===== src/rtl/mem_access_ctrl_pkg.sv =====
// Shared types and constants for the memory-stage access controller.
package mem_access_ctrl_pkg;

    typedef enum logic [1:0] {
        IDLE = 2'd0,
        REQ  = 2'd1,
        DONE = 2'd2
    } state_t;

    // Read data returned when an access is aborted by the timeout.
    localparam logic [31:0] MEM_ERR_DATA = 32'hDEADBEEF;

endpackage


===== src/rtl/mem_timeout_ctr.sv =====
// REQ-phase watchdog counter: cleared when a request is launched, counts
// while the request is outstanding, flags expiry on the last allowed cycle.
module mem_timeout_ctr #(
    parameter int CYCLES = 256
) (
    input  logic clk,
    input  logic rst_n,
    input  logic clear,
    input  logic enable,
    output logic expired
);

    localparam int CW = (CYCLES > 2) ? $clog2(CYCLES) : 1;

    logic [CW-1:0] cnt;

    assign expired = enable && (cnt == CW'(CYCLES - 1));

    // Count REQ cycles; saturate once expired so the count never wraps.
    always_ff @(posedge clk or negedge rst_n) begin
        if (!rst_n)
            cnt <= '0;
        else if (clear)
            cnt <= '0;
        else if (enable && !expired)
            cnt <= cnt + 1'b1;
    end

endmodule


===== src/rtl/mem_access_ctrl.sv =====
// Memory-stage data-access controller. Turns a one-cycle load/store from the
// MEM stage into a req/ack handshake with a variable-latency data memory and
// raises memStall until the access completes.
// Optional build macro MEM_TIMEOUT_EN: abort a request after TIMEOUT_CYCLES
// REQ cycles without memAck, returning MEM_ERR_DATA and setting sticky memErr.
module mem_access_ctrl
    import mem_access_ctrl_pkg::*;
#(
    parameter int ADDR_W         = 32,
    parameter int DATA_W         = 32,
    parameter int TIMEOUT_CYCLES = 256
) (
    input  logic              clockIn,
    input  logic              reset,
    input  logic              stall,
    input  logic              memRead,
    input  logic              memWrite,
    input  logic [ADDR_W-1:0] addrIn,
    input  logic [DATA_W-1:0] wdataIn,
    output logic [DATA_W-1:0] rdataOut,
    output logic              memStall,
    output logic              memReq,
    output logic              memWe,
    output logic [ADDR_W-1:0] memAddr,
    output logic [DATA_W-1:0] memWdata,
    input  logic              memAck,
    input  logic [DATA_W-1:0] memRdata,
    output logic              memErr
);

    if (TIMEOUT_CYCLES < 1) begin : g_cfg_chk
        $error("mem_access_ctrl: TIMEOUT_CYCLES must be at least 1");
    end

    state_t state, state_nxt;
    logic   access;
    logic   timeout;

    assign access   = memRead | memWrite;
    assign memStall = (state == IDLE && access) || state == REQ;

`ifdef MEM_TIMEOUT_EN
    mem_timeout_ctr #(.CYCLES(TIMEOUT_CYCLES)) u_timeout (
        .clk     (clockIn),
        .rst_n   (reset),
        .clear   (state == IDLE && access),
        .enable  (state == REQ),
        .expired (timeout)
    );

    // Sticky error flag: set by an abort, cleared only by reset.
    always_ff @(posedge clockIn or negedge reset) begin
        if (!reset)
            memErr <= 1'b0;
        else if (state == REQ && !memAck && timeout)
            memErr <= 1'b1;
    end
`else
    assign timeout = 1'b0;
    assign memErr  = 1'b0;
`endif

    // State register.
    always_ff @(posedge clockIn or negedge reset) begin
        if (!reset)
            state <= IDLE;
        else
            state <= state_nxt;
    end

    // Next state: an ack always wins over a same-cycle timeout.
    always_comb begin
        state_nxt = state;
        case (state)
            IDLE:    if (access) state_nxt = REQ;
            REQ:     if (memAck || timeout) state_nxt = DONE;
            DONE:    if (!stall) state_nxt = IDLE;
            default: state_nxt = IDLE;
        endcase
    end

    // Registered memory interface and load result. Address/data/we are
    // captured only at launch, so they stay stable for the whole REQ phase;
    // a simultaneous read+write launches as a write.
    always_ff @(posedge clockIn or negedge reset) begin
        if (!reset) begin
            memReq   <= 1'b0;
            memWe    <= 1'b0;
            memAddr  <= '0;
            memWdata <= '0;
            rdataOut <= '0;
        end else begin
            memReq <= (state_nxt == REQ);
            case (state)
                IDLE: if (access) begin
                    memAddr  <= addrIn;
                    memWdata <= wdataIn;
                    memWe    <= memWrite;
                end
                REQ: if (memAck) begin
                    if (!memWe) rdataOut <= memRdata;
                end else if (timeout) begin
                    if (!memWe) rdataOut <= DATA_W'(MEM_ERR_DATA);
                end
                default: ;
            endcase
        end
    end

endmodule


===== config.mk =====
export PLATFORM = sky130hd
export DESIGN_NAME = mem_access_ctrl
export DESIGN_NICKNAME = d
export VERILOG_FILES = /design/src/rtl/mem_access_ctrl_pkg.sv /design/src/rtl/mem_timeout_ctr.sv /design/src/rtl/mem_access_ctrl.sv
export SDC_FILE = /design/constraint.sdc
export NUM_CORES = 1
export LEC_CHECK = 0
export ABC_AREA = 1
export CAP_MARGIN = 20
export CORE_MARGIN = 2
export CORE_UTILIZATION = 43
export DETAILED_ROUTE_END_ITERATION = 8
export GPL_ROUTABILITY_DRIVEN = 0
export PLACE_DENSITY = 0.85
export SLEW_MARGIN = 15
export SYNTH_ARGS = -nofsm -noshare
export SYNTH_HDL_FRONTEND = slang
export SYNTH_SLANG_ARGS = --single-unit

===== constraint.sdc =====
create_clock -name clockIn -period 2 [get_ports clockIn]
set_input_delay 0.4 -clock clockIn [delete_from_list [all_inputs] [get_ports clockIn]]
set_output_delay 0.4 -clock clockIn [all_outputs]
set_load 0.01 [all_outputs]

# ---- Word-level counts from Yosys, hierarchy flattened
# Index checks and enable logic that the tools add are counted.
dict set report totals {
  elab_cells 20
  register_bits 100
  input_bits 102
  output_inout_bits 100
}
dict set report op_classes {
  n_reduce_logical 5
  bitwise_logic 2
  mux 4
  n_eq_ne 3
}
# op n
set ops {}
lappend ops {{2-bit 2-to-1 mux} 3}
lappend ops {{2-bit one-hot mux with 3 select lines} 1}
lappend ops {{2-bit by 1-bit equality test with 1-bit output (second input constant)} 2}
lappend ops {{3-bit AND reduction} 1}
lappend ops {{2-bit equality test (second input constant)} 1}
lappend ops {{2-bit zero test} 1}
lappend ops {{2-bit AND reduction} 1}
lappend ops {{1-bit logical AND} 1}
lappend ops {{1-bit logical OR} 1}
lappend ops {{1-bit inverter} 1}
lappend ops {{1-bit bitwise OR} 1}

# ---- Longest topological paths before layout
# Gate-level depths: netlist of the first run.
dict set report depth {
  depth_word 4
  depth_mapped 7
}

# ---- Worst setup path before layout of the first run
# OpenSTA, ideal clock, no wires.
dict set report synth_path {
  kind {reg-to-output}
  from {reg state[1]}
  to {out memStall}
  stages_incl_launch_ff 6
  path_slack_ns 0.577
  arrival_ns 1.023
  n_path_buf 2
  cell_sequence {dfrtp_1 -> nor2_2 -> nand2_2 -> buf_4 -> buf_6 -> nand2_1}
}
dict set report synth_via {
  elab_chain_cells 3
}
# element line
set synth_rtl {}
lappend synth_rtl {{start: declaration} mem_access_ctrl.sv:35} ;# state_t state, state_nxt;
lappend synth_rtl {{start signal: assignment} mem_access_ctrl.sv:68} ;# state <= state_nxt;
lappend synth_rtl {{2-bit zero test} mem_access_ctrl.sv:40} ;# assign memStall = (state == IDLE && access) || state == REQ;
lappend synth_rtl {{1-bit logical AND} mem_access_ctrl.sv:40}
lappend synth_rtl {{1-bit logical OR *} mem_access_ctrl.sv:40}
lappend synth_rtl {{end: declaration} mem_access_ctrl.sv:21} ;# output logic memStall,
# Every way passes the cells marked *; elsewhere a longest branch is shown, timed or not.

# ---- Final worst setup path of the first run
dict set report layout_path {
  from {in memWrite}
  to {out memStall}
}
dict set report layout_via {
  elab_chain_cells 3
}
# element line
set layout_rtl {}
lappend layout_rtl {{start: declaration} mem_access_ctrl.sv:17} ;# input logic memWrite,
lappend layout_rtl {{1-bit bitwise OR} mem_access_ctrl.sv:39} ;# assign access = memRead | memWrite;
lappend layout_rtl {{1-bit logical AND} mem_access_ctrl.sv:40}
lappend layout_rtl {{1-bit logical OR} mem_access_ctrl.sv:40}
# No other way between the ends.

==> summary.md, run 1 <==
| Metric | Value |
|---|---|
| Grt ovf | `0` |
| H-Tree Depth | `3` |
| Seq pwr share | `37.5%` |
| Seq/Total Area, Yosys | `62.5%` |
| Crit Path Category | `input port to primary output` |
| P&R area growth vs syn | `55.3%` |
| Status | `completed` |
| Relative slew slack | `56.7%` |
| RSZ-0062 raised after global routing | `false` |
| Core area | `9150 µm²` |
| Mux share of post-synthesis cell area | `0%` |
| Hold Path Class | `register to register` |
| Final Hold Fails | `0` |
| Fraction of registers with async set/reset | `100%` |
| Max-slew violations | `0` |
| Simple-gate share of the synthesized area | `31.5%` |
| Share of cells above drive strength 1 | `4.90%` |
| Share of the synthesized area in the top cell type | `62.5%` |
| EDFF count, synth | `0` |
| Internal power | `5.89 mW` |
| ANT nets after route | `0` |
| CP cell instances | `clkdlybuf4s50_1, inv_1, nand2_2, nand2_2, nand2_1, dlygate4sd2_1` |
| Post-DP Area | `6020 µm²` |
| Count leader, synth | `nand2_1` |
| VDD IR-drop max | `1.53 mV` |
| Initial antenna violation count | `0` |
| Worst EP arrival | `1360 ps` |
| Clock Root Buffer | `clkbuf_8` |
| IO buf count | `200` |
| FP Rows | `35` |
| Final Setup Violations | `0` |
| CTS Sinks | `100` |
| Clock Skew | `20.0 ps` |
| Reg clk slew, reported paths | `90 ps` |
| NetSw | `3.57 mW` |
| Switch share | `37.7%` |
| Antenna Cells | `0` |
| Adder-cell area share of the yosys netlist | `0%` |
| Max Clock Freq | `0.568 GHz` |
| Clock Tree Buf Depth | `2` |
| Distinct cells, synth | `14` |
| Clock share of power | `12.8%` |
| Net Count, Synth | `541` |
| Syn Inst Count | `439` |
| Vias | `3649` |
| DP HPWL | `7870 µm` |
| TritonCTS clock tree | `yes` |
| Fin crit period | `1760 ps` |
| PwrDens | `1520 nW/µm²` |
| Iteration-0 DRC Markers | `148` |
| Post-layout nets | `730` |
| Total CTS buffers | `9` |
| Global-route wire length before repair | `17400 µm` |
| Most repeated library cell on the critical path | `nand2_2` |
| Clk Latency, worst-skew pair | `350 ps` |
| Compound-Gate Fraction of Synth Area | `0.375%` |
| # DRC | `0` |
| Crit-path leading delay family | `buffers and inverters` |
| Part of the power in combinational logic | `49.7%` |
| Post-synthesis xor/xnor area fraction | `0%` |
| Largest net degree at the start of global routing | `68` |
| Post-CTS Setup Repair Bufs | `0` |
| Post-Syn Area | `4000 µm²` |
| Vias in the first global route | `3631` |
| Ys Warns | `0` |
| Max cap viols | `0` |
| Synth Register Bits | `100` |
| Slowest CP cell | `clkdlybuf4s50_1` |
| Post-route cell area | `6220 µm²` |
| Startpoint Class | `input port` |
| WP buf/inv | `3` |
| 1st-pass router iterations | `4` |
| Via/cell ratio | `4.90` |
| Worst Tran Pin Value | `649 ps` |
| Post-synth top cells | `197 x nand2_1, 100 x dfrtp_1, 98 x nand3_1` |
| Area leader, netlist | `dfrtp_1` |
| Die ar. | `10100 µm²` |
| Lkg Pwr | `3.01 nW` |
| Crit-path max cell delay | `480 ps` |
| Mean Syn Cell Area | `9.11 µm²` |
| Fin crit share | `88.0%` |
| DRT Wirelength | `10900 µm` |
| Top FF cell, synth | `dfrtp_1` |
| Crit path max fanout | `2` |
| WL/cell | `14.7 µm` |
| Chip height | `100 µm` |
| Boundary Pins | `202` |
| Die width | `100 µm` |
| Hold WS | `475 ps` |
| CP Data Required Time | `1600 ps` |
| Synth area leaders | `dfrtp_1 63%, nand2_1 18%, nand3_1 12%` |
| Initial core utilization | `43.7%` |
| GRT Total Usage | `21.6%` |
| Main combinational cell family by area after synthesis | `simple AND/OR/NAND/NOR gates` |
| CP endpoint kind | `primary output` |
==> cell type report <==
cell class	instances	area, µm²
Clock buffer	12	155
Inverter	5	18.8
Clock inverter	4	32.5
Sequential cell	100	2500
Multi-Input combinational cell	303	1290
Timing Repair Buffer	209	2080
Fill cell	723	2940
Tap cell	111	139
==> worst paths after layout <==
path / start / endpoint / slack [ps] / depth (start not counted)
worst max-delay path: memWrite / memStall / 240 / 6
worst min-delay path: memWdata[27] / memWdata[27] / 480 / 2
worst max register to register: state[1] / rdataOut[30] / 490 / 6
worst min register to register: memWdata[27] / memWdata[27] / 480 / 2
max in group asynchronous: reset / state[1] / 860 / 3
min in group asynchronous: reset / rdataOut[9] / 500 / 2
==> state kept, by name (all words and copies together) (netlist names) <==
signal,flops
state,2
memReq,1
memWdata,32
memAddr,32
rdataOut,32
memWe,1
==> power by group through the flow <==
stage / Sequential [mW] / Clock [mW] / Combinational, mW
floorplan: 3.97 / 0 / 1.83
global placement: 3.54 / 0 / 4.63
detailed placement: 3.57 / 0 / 4.77
CTS: 3.55 / 1.25 / 4.77
global route: 3.66 / 1.34 / 5.16
finish: 3.54 / 1.21 / 4.71
==> metal layers <==
layer	routed length [µm]	global-route usage (%)	vias to the layer above	part of all wire [%]
li1	-	-	1769	-
met1	4630	28.1	1709	42
met2	5300	35.5	156	48
met3	806	5.13	15	7.4
met4	208	7.80	0	1.9
met5	0	0	-	0
==> cell usage in the layout (no fill, tap or decap), drive strengths merged <==
cell type	Yosys	routed
buf	30	9
clkbuf	1	12
clkdlybuf4s50	0	198
clkinv	0	1
clkinvlp	0	2
conb	1	1
dfrtp	100	100
dlygate4sd2	0	1
dlygate4sd3	0	1
inv	5	6
nand2	198	198
nand3	98	98
nor2	3	3
o21ai	3	3
==> cell families after synthesis <==
| family | count (synthesis) |
|---|---|
| compound gates | 3 |
| buf+inv | 36 |
| flops | 100 |
| other cells | 1 |
| simple gates | 299 |
==> tightest hold or removal path, stage by stage (launching register included) <==
cell,delay [ps]
dfrtp_1,350
nand2_1,50
nand2_1,40
==> stage by stage <==
step	total power, mW	instances	TNS (ps)	util [%]	setup WS (ps)
finish	9.46	744	0	67.9	239
global route	10.2	744	0	67.9	148
CTS	9.57	744	0	67.9	234
detailed placement	8.34	727	-22.6	65.8	-22.6
global placement	8.18	727	-12.3	65.8	-12.3
floorplan	5.81	439	0	-	577
==> repair_timing <==
action	CTS	global route
gates resized for setup	2	0
hold buffers	1	0
endpoints found under the setup margin	1	0
endpoints found under the hold margin	27	0
Power figures use the tool's default switching activity.
==> run 2: changes to the inputs <==
CORE_ASPECT_RATIO = 1.2   (was not set)
PLACE_DENSITY = 0.94   (was 0.85)
==> summary.md, run 2 (synthesis gave the netlist of run 1 again) <==
| Metric | Value |
|---|---|
| Vias in the first global route | `3737` |
| ANT nets after route | `0` |
| Initial antenna violation count | `0` |
| WL/cell | `14.6 µm` |
| Total CTS buffers | `9` |
| Largest net degree at the start of global routing | `68` |
| Max-slew violations | `0` |
| VDD IR-drop max | `0.752 mV` |
| Die ar. | `10100 µm²` |
| GRT Total Usage | `22.2%` |
| Met2 wire length | `5770 µm` |
| WL met3 | `787 µm` |
| CP endpoint kind | `primary output` |
| Clk Latency, worst-skew pair | `350 ps` |
| Max cap viols | `0` |
| Global-route wire length before repair | `17800 µm` |
| Chip height | `110 µm` |
| Vias | `3764` |
| Startpoint Class | `input port` |
| Relative slew slack | `56.9%` |
| Crit path to | `memStall` |
| IO buf count | `200` |
| Worst r2r src | `state[1]` |
| RSZ-0062 raised after global routing | `false` |
| Die width | `92.1 µm` |
| Max layer used | `met4` |
| P&R area growth vs syn | `55.9%` |
| Most common cell after layout, fill and taps aside | `clkdlybuf4s50_1` |
| Post-layout nets | `732` |
| DRT Wirelength | `11000 µm` |
| Max Clock Freq | `0.557 GHz` |
| Worst setup path start | `memWrite` |
| Crit path max fanout | `2` |
| Commonest non-fill, non-tap cells in the layout | `198 x clkdlybuf4s50_1, 196 x nand2_1, 100 x dfrtp_1, 98 x nand3_1` |
| Via/cell ratio | `4.99` |
| Initial core utilization | `44.3%` |
| M1 wire length | `4210 µm` |
| Grt ovf | `0` |
| TritonCTS clock tree | `yes` |
| Hold WS | `471 ps` |
| Number of fill cells in the layout | `648` |
| Status | `completed` |
| FP Rows | `38` |
| Worst EP arrival | `1390 ps` |
| DP HPWL | `7950 µm` |
| PwrDens | `1520 nW/µm²` |
| Clock Skew | `11.2 ps` |
| 1st-pass router iterations | `4` |
| Post-CTS Setup Repair Bufs | `0` |
| Regs by FF count | `memAddr x32, memWdata x32, rdataOut x32` |
| CP Data Required Time | `1600 ps` |
| Fin crit share | `89.7%` |
| RR Endpoint | `memWdata[7]` |
| Iteration-0 DRC Markers | `204` |
| Setup WS pre-CTS | `-74.2 ps` |
| Final setup margin | `206 ps` |
| Share of cells above drive strength 1 | `4.57%` |
| Core area | `9030 µm²` |
| CTS Sinks | `100` |
| Final Hold Fails | `0` |
| Reg2Reg Depth | `4` |
| Antenna Cells | `0` |
| Clock Tree Buf Depth | `2` |
| Worst R2R Setup Slack | `500 ps` |
| Worst Tran Pin Value | `647 ps` |
| Clock Root Buffer | `clkbuf_8` |
| Reg clk slew, reported paths | `80 ps` |
| # DRC | `0` |
| Crit Path Category | `input port to primary output` |
| Tot Pwr | `9.50 mW` |
| Boundary Pins | `202` |
| Hold Path Class | `register to register` |
| H-Tree Depth | `3` |
| Fin crit period | `1790 ps` |
| Final Setup Violations | `0` |
| Lkg Pwr | `3.03 nW` |
[run 2: worst min path at each step]
stage,from,end,slack (ps),cells past startpoint
3_5_place_dp,reset,memWdata[20],380,1
5_1_grt,rdataOut[31],rdataOut[31],500,2
3_3_place_gp,reset,memWdata[14],360,1
4_1_cts,memWdata[0],memWdata[0],480,2
2_1_floorplan,reset,memAddr[0],100,0
6_report,memWdata[0],memWdata[0],470,2
[run 2: metrics by stage]
stage / setup TNS, ps / instances / instance area [µm²] / utilization [%]
floorplan: 0 / 439 / 4000 / -
detailed placement: -74.2 / 738 / 6040 / 66.9
finish: 0 / 754 / 6240 / 69.0
global placement: -69.2 / 738 / 6040 / 66.9
global route: 0 / 754 / 6240 / 69.0
CTS: 0 / 754 / 6240 / 69.0
[run 2: layout make-up]
cell class	count	area, µm²	share of cell area, %
well taps	120	150	2.41
inverters	5	18.8	0.301
repair buffers	211	2100	33.6
clock inverters	2	35.0	0.562
multi-input cells	303	1290	20.6
flip-flops and latches	100	2500	40.1
clock buffers	13	149	2.39
[run 2: worst max-delay path, stage by stage]
cell	delay, ps
clkdlybuf4s50_1	480
inv_1	50
nand2_2	90
nand2_2	60
nand2_1	50
dlygate4sd2_1	270
[run 2: where the power goes]
| part | switching, mW | total, mW | internal [mW] |
|---|---|---|---|
| combinational | 2.33 | 4.70 | 2.37 |
| sequential | 0.571 | 3.57 | 3.00 |
| clock | 0.624 | 1.23 | 0.607 |
| total | 3.52 | 9.50 | 5.98 |
[run 2: what timing repair did]
item,4_1_cts,5_1_grt
resized for setup,1,0
setup endpoints to repair,1,0
hold buffers,1,0
hold endpoints to repair,29,0
[run 2: routing by layer]
metal,track usage [%],vias to the layer above
met3,4.87,18
met1,26.4,1810
li1,-,1774
met2,39.6,162
met5,0,-
met4,8.53,0
